<file path="config.mk">
export PLATFORM = sky130hd
export DESIGN_NAME = dm_sba_apb_bridge_flat
export DESIGN_NICKNAME = d
export VERILOG_FILES = /design/src/rtl/dm_sba_apb_bridge_pkg.sv /design/src/rtl/dm_sba_apb_bridge_if.sv /design/src/rtl/dm_sba_timeout_cnt.sv /design/src/rtl/dm_sba_apb_bridge.sv /design/src/flat_wrapper.sv
export SDC_FILE = /design/constraint.sdc
export NUM_CORES = 1
export LEC_CHECK = 0
export BUFFER_PORTS_ARGS = -buffer_cell sky130_fd_sc_hd__buf_2
export CAP_MARGIN = 25
export CORE_ASPECT_RATIO = 0.8
export CORE_MARGIN = 4
export CORE_UTILIZATION = 45
export CTS_BUF_LIST = sky130_fd_sc_hd__clkbuf_4 sky130_fd_sc_hd__clkbuf_8
export CTS_CLUSTER_DIAMETER = 100
export DETAILED_ROUTE_END_ITERATION = 12
export PLACE_DENSITY = 0.79
export SYNTH_ARGS = -nofsm -noshare
export SYNTH_HDL_FRONTEND = slang
export SYNTH_SLANG_ARGS = --single-unit
</file>
<file path="constraint.sdc">
create_clock -name clk_i -period 1.4 [get_ports clk_i]
set_input_delay 0.21 -clock clk_i [delete_from_list [all_inputs] [get_ports clk_i]]
set_output_delay 0.21 -clock clk_i [all_outputs]
set_load 0.005 [all_outputs]
</file>
<file path="src/rtl/dm_sba_apb_bridge_pkg.sv">
// Shared types and constants for the SBA-to-APB bridge.
package dm_sba_apb_bridge_pkg;

  typedef enum logic [1:0] {
    IDLE,
    SETUP,
    ACCESS,
    RESP
  } sba_apb_state_e;

  // Non-secure, data, unprivileged.
  localparam logic [2:0] PPROT_DEFAULT = 3'b010;

endpackage

</file>
<file path="src/rtl/dm_sba_apb_bridge_if.sv">
// SBA request/response channel plus APB requester signals.
// slave modport: the bridge (serves SBA requests, drives APB).
// master modport: the surrounding system (issues SBA requests, answers APB).
interface dm_sba_apb_bridge_if #(
  parameter int unsigned ADDR_W = 32
);

  logic              master_req_i;
  logic [31:0]       master_add_i;
  logic              master_we_i;
  logic [31:0]       master_wdata_i;
  logic [3:0]        master_be_i;
  logic              master_gnt_o;
  logic              master_r_valid_o;
  logic              master_r_err_o;
  logic              master_r_other_err_o;
  logic [31:0]       master_r_rdata_o;

  logic [ADDR_W-1:0] paddr_o;
  logic              psel_o;
  logic              penable_o;
  logic              pwrite_o;
  logic [31:0]       pwdata_o;
  logic [3:0]        pstrb_o;
  logic [2:0]        pprot_o;
  logic [31:0]       prdata_i;
  logic              pready_i;
  logic              pslverr_i;

  modport slave (
    input  master_req_i, master_add_i, master_we_i, master_wdata_i, master_be_i,
    output master_gnt_o, master_r_valid_o, master_r_err_o, master_r_other_err_o,
    output master_r_rdata_o,
    output paddr_o, psel_o, penable_o, pwrite_o, pwdata_o, pstrb_o, pprot_o,
    input  prdata_i, pready_i, pslverr_i
  );

  modport master (
    output master_req_i, master_add_i, master_we_i, master_wdata_i, master_be_i,
    input  master_gnt_o, master_r_valid_o, master_r_err_o, master_r_other_err_o,
    input  master_r_rdata_o,
    input  paddr_o, psel_o, penable_o, pwrite_o, pwdata_o, pstrb_o, pprot_o,
    output prdata_i, pready_i, pslverr_i
  );

endinterface

</file>
<file path="src/rtl/dm_sba_timeout_cnt.sv">
// Access-phase wait counter. Ports: clear_i zeroes the count, en_i advances
// it (saturating), expired_o flags count == LIMIT-1. LIMIT = 0 never expires.
module dm_sba_timeout_cnt #(
  parameter int unsigned LIMIT = 256
) (
  input  logic clk_i,
  input  logic rst_ni,
  input  logic clear_i,
  input  logic en_i,
  output logic expired_o
);

  localparam int unsigned   CW   = (LIMIT > 2) ? $clog2(LIMIT) : 1;
  localparam logic [CW-1:0] LAST = (LIMIT == 0) ? '0 : CW'(LIMIT - 1);

  logic [CW-1:0] cnt_q, cnt_d;

  always_comb begin
    cnt_d = cnt_q;
    if (clear_i) begin
      cnt_d = '0;
    end else if (en_i && (cnt_q != '1)) begin
      cnt_d = cnt_q + 1'b1;
    end
  end

  always_ff @(posedge clk_i or negedge rst_ni) begin
    if (!rst_ni) begin
      cnt_q <= '0;
    end else begin
      cnt_q <= cnt_d;
    end
  end

  assign expired_o = (LIMIT != 0) && (cnt_q == LAST);

endmodule

</file>
<file path="src/rtl/dm_sba_apb_bridge.sv">
// SBA master port to single APB requester, one transfer outstanding.
// Ports: clk_i, rst_ni (async, active low), dmactive_i (low discards the
// response and blocks grants), bus (SBA request/response + APB signals).
module dm_sba_apb_bridge
  import dm_sba_apb_bridge_pkg::*;
#(
  parameter int unsigned ADDR_W         = 32,
  parameter int unsigned TIMEOUT_CYCLES = 256,
  parameter logic [2:0]  PPROT          = PPROT_DEFAULT
) (
  input  logic               clk_i,
  input  logic               rst_ni,
  input  logic               dmactive_i,
  dm_sba_apb_bridge_if.slave bus
);

  sba_apb_state_e    state_q, state_d;
  logic [ADDR_W-3:0] addr_q, addr_d;
  logic              we_q, we_d;
  logic [31:0]       wdata_q, wdata_d;
  logic [3:0]        be_q, be_d;
  logic [31:0]       rdata_q, rdata_d;
  logic              err_q, err_d;
  logic              oerr_q, oerr_d;
  logic              discard_q, discard_d;

  logic              gnt;
  logic              expired;
  logic              r_valid;
  logic [ADDR_W-3:0] word_add;

  // Word address only; low byte-offset bits never reach APB.
  assign word_add = (ADDR_W-2)'(bus.master_add_i >> 2);

  dm_sba_timeout_cnt #(
    .LIMIT(TIMEOUT_CYCLES)
  ) u_timeout (
    .clk_i    (clk_i),
    .rst_ni   (rst_ni),
    .clear_i  (gnt),
    .en_i     ((state_q == ACCESS) && !bus.pready_i),
    .expired_o(expired)
  );

  always_comb begin
    state_d   = state_q;
    addr_d    = addr_q;
    we_d      = we_q;
    wdata_d   = wdata_q;
    be_d      = be_q;
    rdata_d   = rdata_q;
    err_d     = err_q;
    oerr_d    = oerr_q;
    discard_d = discard_q;
    gnt       = 1'b0;
    case (state_q)
      IDLE: begin
        if (bus.master_req_i && dmactive_i) begin
          gnt       = 1'b1;
          addr_d    = word_add;
          we_d      = bus.master_we_i;
          wdata_d   = bus.master_wdata_i;
          be_d      = bus.master_be_i;
          discard_d = 1'b0;
          state_d   = SETUP;
        end
      end
      SETUP: state_d = ACCESS;
      ACCESS: begin
        // Ready wins over an expiry in the same cycle.
        if (bus.pready_i) begin
          rdata_d = we_q ? '0 : bus.prdata_i;
          err_d   = bus.pslverr_i;
          oerr_d  = 1'b0;
          state_d = RESP;
        end else if (expired) begin
          rdata_d = '0;
          err_d   = 1'b0;
          oerr_d  = 1'b1;
          state_d = RESP;
        end
      end
      RESP:    state_d = IDLE;
      default: state_d = IDLE;
    endcase
    // Any dmactive drop during a transfer discards its response.
    if ((state_q != IDLE) && !dmactive_i) begin
      discard_d = 1'b1;
    end
  end

  always_ff @(posedge clk_i or negedge rst_ni) begin
    if (!rst_ni) begin
      state_q   <= IDLE;
      addr_q    <= '0;
      we_q      <= 1'b0;
      wdata_q   <= '0;
      be_q      <= '0;
      rdata_q   <= '0;
      err_q     <= 1'b0;
      oerr_q    <= 1'b0;
      discard_q <= 1'b0;
    end else begin
      state_q   <= state_d;
      addr_q    <= addr_d;
      we_q      <= we_d;
      wdata_q   <= wdata_d;
      be_q      <= be_d;
      rdata_q   <= rdata_d;
      err_q     <= err_d;
      oerr_q    <= oerr_d;
      discard_q <= discard_d;
    end
  end

  assign r_valid = (state_q == RESP) && !discard_q && dmactive_i;

  assign bus.master_gnt_o         = gnt;
  assign bus.master_r_valid_o     = r_valid;
  assign bus.master_r_err_o       = r_valid && err_q;
  assign bus.master_r_other_err_o = r_valid && oerr_q;
  assign bus.master_r_rdata_o     = r_valid ? rdata_q : '0;

  assign bus.psel_o    = (state_q == SETUP) || (state_q == ACCESS);
  assign bus.penable_o = (state_q == ACCESS);
  assign bus.paddr_o   = {addr_q, 2'b00};
  assign bus.pwrite_o  = we_q;
  assign bus.pwdata_o  = wdata_q;
  assign bus.pstrb_o   = we_q ? be_q : '0;
  assign bus.pprot_o   = PPROT;

endmodule

</file>
<file path="src/flat_wrapper.sv">
// flat-port wrapper written by rule: the top's interface ports become plain ports
module dm_sba_apb_bridge_flat import dm_sba_apb_bridge_pkg::*;
#(
  parameter int unsigned ADDR_W         = 32,
  parameter int unsigned TIMEOUT_CYCLES = 256,
  parameter logic [2:0]  PPROT          = PPROT_DEFAULT
)
  (clk_i, rst_ni, dmactive_i, bus_master_req_i, bus_master_add_i, bus_master_we_i, bus_master_wdata_i, bus_master_be_i, bus_master_gnt_o, bus_master_r_valid_o, bus_master_r_err_o, bus_master_r_other_err_o, bus_master_r_rdata_o, bus_paddr_o, bus_psel_o, bus_penable_o, bus_pwrite_o, bus_pwdata_o, bus_pstrb_o, bus_pprot_o, bus_prdata_i, bus_pready_i, bus_pslverr_i);
  dm_sba_apb_bridge_if #(.ADDR_W(ADDR_W)) bus_i ();
  input  logic clk_i;
  input  logic rst_ni;
  input  logic dmactive_i;
  input wire logic [$bits(bus_i.master_req_i)-1:0] bus_master_req_i;
  input wire logic [$bits(bus_i.master_add_i)-1:0] bus_master_add_i;
  input wire logic [$bits(bus_i.master_we_i)-1:0] bus_master_we_i;
  input wire logic [$bits(bus_i.master_wdata_i)-1:0] bus_master_wdata_i;
  input wire logic [$bits(bus_i.master_be_i)-1:0] bus_master_be_i;
  output wire logic [$bits(bus_i.master_gnt_o)-1:0] bus_master_gnt_o;
  output wire logic [$bits(bus_i.master_r_valid_o)-1:0] bus_master_r_valid_o;
  output wire logic [$bits(bus_i.master_r_err_o)-1:0] bus_master_r_err_o;
  output wire logic [$bits(bus_i.master_r_other_err_o)-1:0] bus_master_r_other_err_o;
  output wire logic [$bits(bus_i.master_r_rdata_o)-1:0] bus_master_r_rdata_o;
  output wire logic [$bits(bus_i.paddr_o)-1:0] bus_paddr_o;
  output wire logic [$bits(bus_i.psel_o)-1:0] bus_psel_o;
  output wire logic [$bits(bus_i.penable_o)-1:0] bus_penable_o;
  output wire logic [$bits(bus_i.pwrite_o)-1:0] bus_pwrite_o;
  output wire logic [$bits(bus_i.pwdata_o)-1:0] bus_pwdata_o;
  output wire logic [$bits(bus_i.pstrb_o)-1:0] bus_pstrb_o;
  output wire logic [$bits(bus_i.pprot_o)-1:0] bus_pprot_o;
  input wire logic [$bits(bus_i.prdata_i)-1:0] bus_prdata_i;
  input wire logic [$bits(bus_i.pready_i)-1:0] bus_pready_i;
  input wire logic [$bits(bus_i.pslverr_i)-1:0] bus_pslverr_i;
  assign bus_i.master_req_i = bus_master_req_i;
  assign bus_i.master_add_i = bus_master_add_i;
  assign bus_i.master_we_i = bus_master_we_i;
  assign bus_i.master_wdata_i = bus_master_wdata_i;
  assign bus_i.master_be_i = bus_master_be_i;
  assign bus_master_gnt_o = bus_i.master_gnt_o;
  assign bus_master_r_valid_o = bus_i.master_r_valid_o;
  assign bus_master_r_err_o = bus_i.master_r_err_o;
  assign bus_master_r_other_err_o = bus_i.master_r_other_err_o;
  assign bus_master_r_rdata_o = bus_i.master_r_rdata_o;
  assign bus_paddr_o = bus_i.paddr_o;
  assign bus_psel_o = bus_i.psel_o;
  assign bus_penable_o = bus_i.penable_o;
  assign bus_pwrite_o = bus_i.pwrite_o;
  assign bus_pwdata_o = bus_i.pwdata_o;
  assign bus_pstrb_o = bus_i.pstrb_o;
  assign bus_pprot_o = bus_i.pprot_o;
  assign bus_i.prdata_i = bus_prdata_i;
  assign bus_i.pready_i = bus_pready_i;
  assign bus_i.pslverr_i = bus_pslverr_i;
  dm_sba_apb_bridge #(.ADDR_W(ADDR_W), .TIMEOUT_CYCLES(TIMEOUT_CYCLES), .PPROT(PPROT)) u_core (.clk_i(clk_i), .rst_ni(rst_ni), .dmactive_i(dmactive_i), .bus(bus_i));
endmodule
</file>
==> reports/results.ini <==
[clocking]
numCtsBuffers = 9
htreeDepth = 3
cts_buffer_depth = 2
tritoncts = yes
clock_latency_ps = 370
path_clk_slew_ps = 110
cts_root_buffer = clkbuf_8
numClockSinks = 112

[timing]
slew_violations = 0
clock.fmax_mhz = 570.1
hold_viol_final = 0
layout_min_cycle_time_ps = 1754
finalClockSkew_ps = 9.991
setup_violations = 136
tns_ps = -27650
grt_setup_unrepaired = yes
setup_ws_ps = -354.0
post-route-period-util = 1.253

[worst_setup_path]
crit_family = simple AND/OR/NAND/NOR gates
cp-start-kind = flop
slowest_stage = dfrtp_1
cpPeakStageDelay_ps = 400
reg2reg_depth = 9
path_class = reg2out
cp_num_buf_inv = 2
cp.depth = 4
cp.required_ps = 1190
worstPathCellList = and2b_4, clkbuf_16, and3_1, buf_2
end_kind = output pin
path_max_fanout = 17
arrival_ps = 1540

[synth]
synth.avg_cell_area_um2 = 8.875
syn_area_mm2 = 0.005219
synth_area_leaders = dfrtp_1 54%, nand2_1 17%, a22oi_1 4.5%, and3_1 4.4%, and2b_1 3.5%
synthCells = 588
ys_warn_count = 0
synth_xor_area_frac = 0
yosys.area_share.simple = 0.2966
synthDistinctLibCells = 39
synthMuxAreaShare = 0.003836
postSynth.asyncResetShare = 1.000
yosys.area.top_type = dfrtp_1
synth_top_family_by_area = simple AND/OR/NAND/NOR gates
synth_top_area_frac = 0.5370
ys.flop_type = dfrtp_1
synth.ff_latch_count = 112
synth_edf_count = 0
synth_seq_area_share = 0.5370
synthAdderAreaFrac = 0.009590
synth_compound_area_frac = 0.1084

[global_route]
grt_overflow = 0
track_usage = 0.2285
grt_max_degree = 39
grt_pass1_wl_um = 25180
grt_pass1_vias = 5064
antenna_found_initial = 0

[route]
vias_per_cell = 5.341
drtIter0Drc = 372
dr_total_vias = 5272
ant_nets = 0
drc = 0
firstDrtPassIters = 5
post_drt_wl_per_cell_um = 17.49
drt_wl_total_um = 17270

[placement]
io_buffers = 209
pre_cts_slack_ps = -156.0
gp_congestion = 0.8049
hpwlAfterDp_um = 10520

[floorplan]
num_rows = 34
core_area_mm2 = 0.01110
ioPinCount = 217
fp.dieW_um = 128.4
die_y_um = 104.3
dieArea_mm2 = 0.01339
initial_core_util = 0.4700

[cells_and_area]
syn_to_final_growth_pct = 52.12
antennaDiodeCount = 0
fin_util = 0.7150
nFillCells = 788
multi_input_area_mm2 = 0.002645
layout.nets = 949
drive_above_1_share = 0.4875
regArea_mm2 = 0.002805

[power_and_ir_drop]
ir_worst_vdd_mv = 1.372
p_per_area_mw_per_mm2 = 1890
total_leakage_power_uw = 0.004300

[flow_run]
maxCapViolations = 0

[min_path]
hold_path_class = in2reg
hold_depth = 3

[run_status]
violations = negative setup slack
status = finished with violations

power breakdown:
group	switching [uW]	internal, uW	total, uW
Sequential	973	4640	5620
Clock	1150	853	2010
Combinational	3330	4050	7380
Total	5460	9540	15000
per-layer routing:
metal	up-vias	part of all wire	track usage
li1	2425	-	-
met1	2558	0.40	0.2978
met3	36	0.090	0.07136
met5	-	0	0
met4	0	0.020	0.04924
met2	253	0.49	0.3740
flip-flops by register name (all words and copies together), names as in the netlist:
signal                  cells
u_core.addr_q              30
u_core.be_q                 4
u_core.bus.pwdata_o        32
u_core.bus.pwrite_o         1
u_core.discard_q            1
u_core.err_q                1
u_core.oerr_q               1
u_core.rdata_q             32
u_core.state_q              2
u_core.u_timeout.cnt_q      8
placed cells by master, fill, tap and decap left out, types with 3 or more instances in the layout:
cell type	n
buf_4	24
a22oi_2	31
o21ai_0	32
dfrtp_1	110
buf_2	200
and2b_1	23
conb_1	5
a21oi_1	6
nand2_1	191
clkbuf_16	6
and2_4	5
ha_4	3
and3_1	33
nand2_4	6
buf_6	28
buf_8	3
and3_4	4
nor3_2	3
clkbuf_8	9
nand2_2	44
buf_12	13
nor2b_1	10
buf_16	4
path summary, 6_finish.rpt:
| path | startpoint | end | slack (ps) |
|---|---|---|---|
| worst min-delay path | bus_master_add_i[20] | u_core.addr_q[18] | 30 |
| worst min register to register | u_core.bus.pwdata_o[19] | u_core.bus.pwdata_o[19] | 480 |
| worst max register to register | u_core.state_q[0] | u_core.rdata_q[31] | -350 |
| max in group asynchronous | rst_ni | u_core.state_q[0] | 480 |
| worst max-delay path | u_core.discard_q | bus_master_r_rdata_o[30] | -350 |
| min in group asynchronous | rst_ni | u_core.bus.pwdata_o[24] | 310 |
worst min-delay path: cells and delay by family:
kind,cells,cell delay (ps)
buffers and inverters,1,80
and+or+nand+nor,2,80
synthesized netlist by cell type, drive strengths merged, types with 2 or more instances:
cell type	instances
and4b	4
clkbuf	24
nand2	241
nor2b	11
and2b	24
and2	6
a21oi	9
a22oi	31
and3	37
nor3	3
buf	20
and4	2
conb	2
mux2i	2
ha	4
o21ai	32
o211ai	2
nand3	3
inv	5
dfrtp	112
through the flow:
step | power, uW | hold slack (ps) | area [um^2] | cells
5_1_grt | 15990 | 5.330 | 7939 | 987
4_1_cts | 14260 | 1.453 | 7402 | 967
3_5_place_dp | 11030 | 148.8 | 6764 | 930
3_3_place_gp | 10660 | 145.1 | 6764 | 930
2_1_floorplan | 8584 | -85.59 | 5429 | 591
6_report | 15000 | 26.98 | 7939 | 987
cells by family after synthesis:
family	Yosys count
AOI/OAI and AO/OA	85
muxes	2
buffers and inverters	49
and+or+nand+nor	334
DFF	112
adders and majority gates	4
other	2
final cells by class:
| cell class | count | area share |
|---|---|---|
| Multi-Input combinational cell | 430 | 0.3332 |
| Clock buffer | 9 | 0.01560 |
| Inverter | 5 | 0.003152 |
| Sequential cell | 112 | 0.3533 |
| Tap cell | 144 | 0.02270 |
| Timing Repair Buffer | 280 | 0.2623 |
| Clock inverter | 7 | 0.009771 |
repair_timing:
item | in CTS | in global routing
setup endpoints to repair | 151 | 149
resized for setup | 43 | 89
hold endpoints to repair | 23 | 0
pin swaps | 36 | 42
gates cloned | 5 | 8
buffers inserted | 14 | 16
hold buffers | 2 | 0
Note: power is estimated with default switching activity, not from simulation.
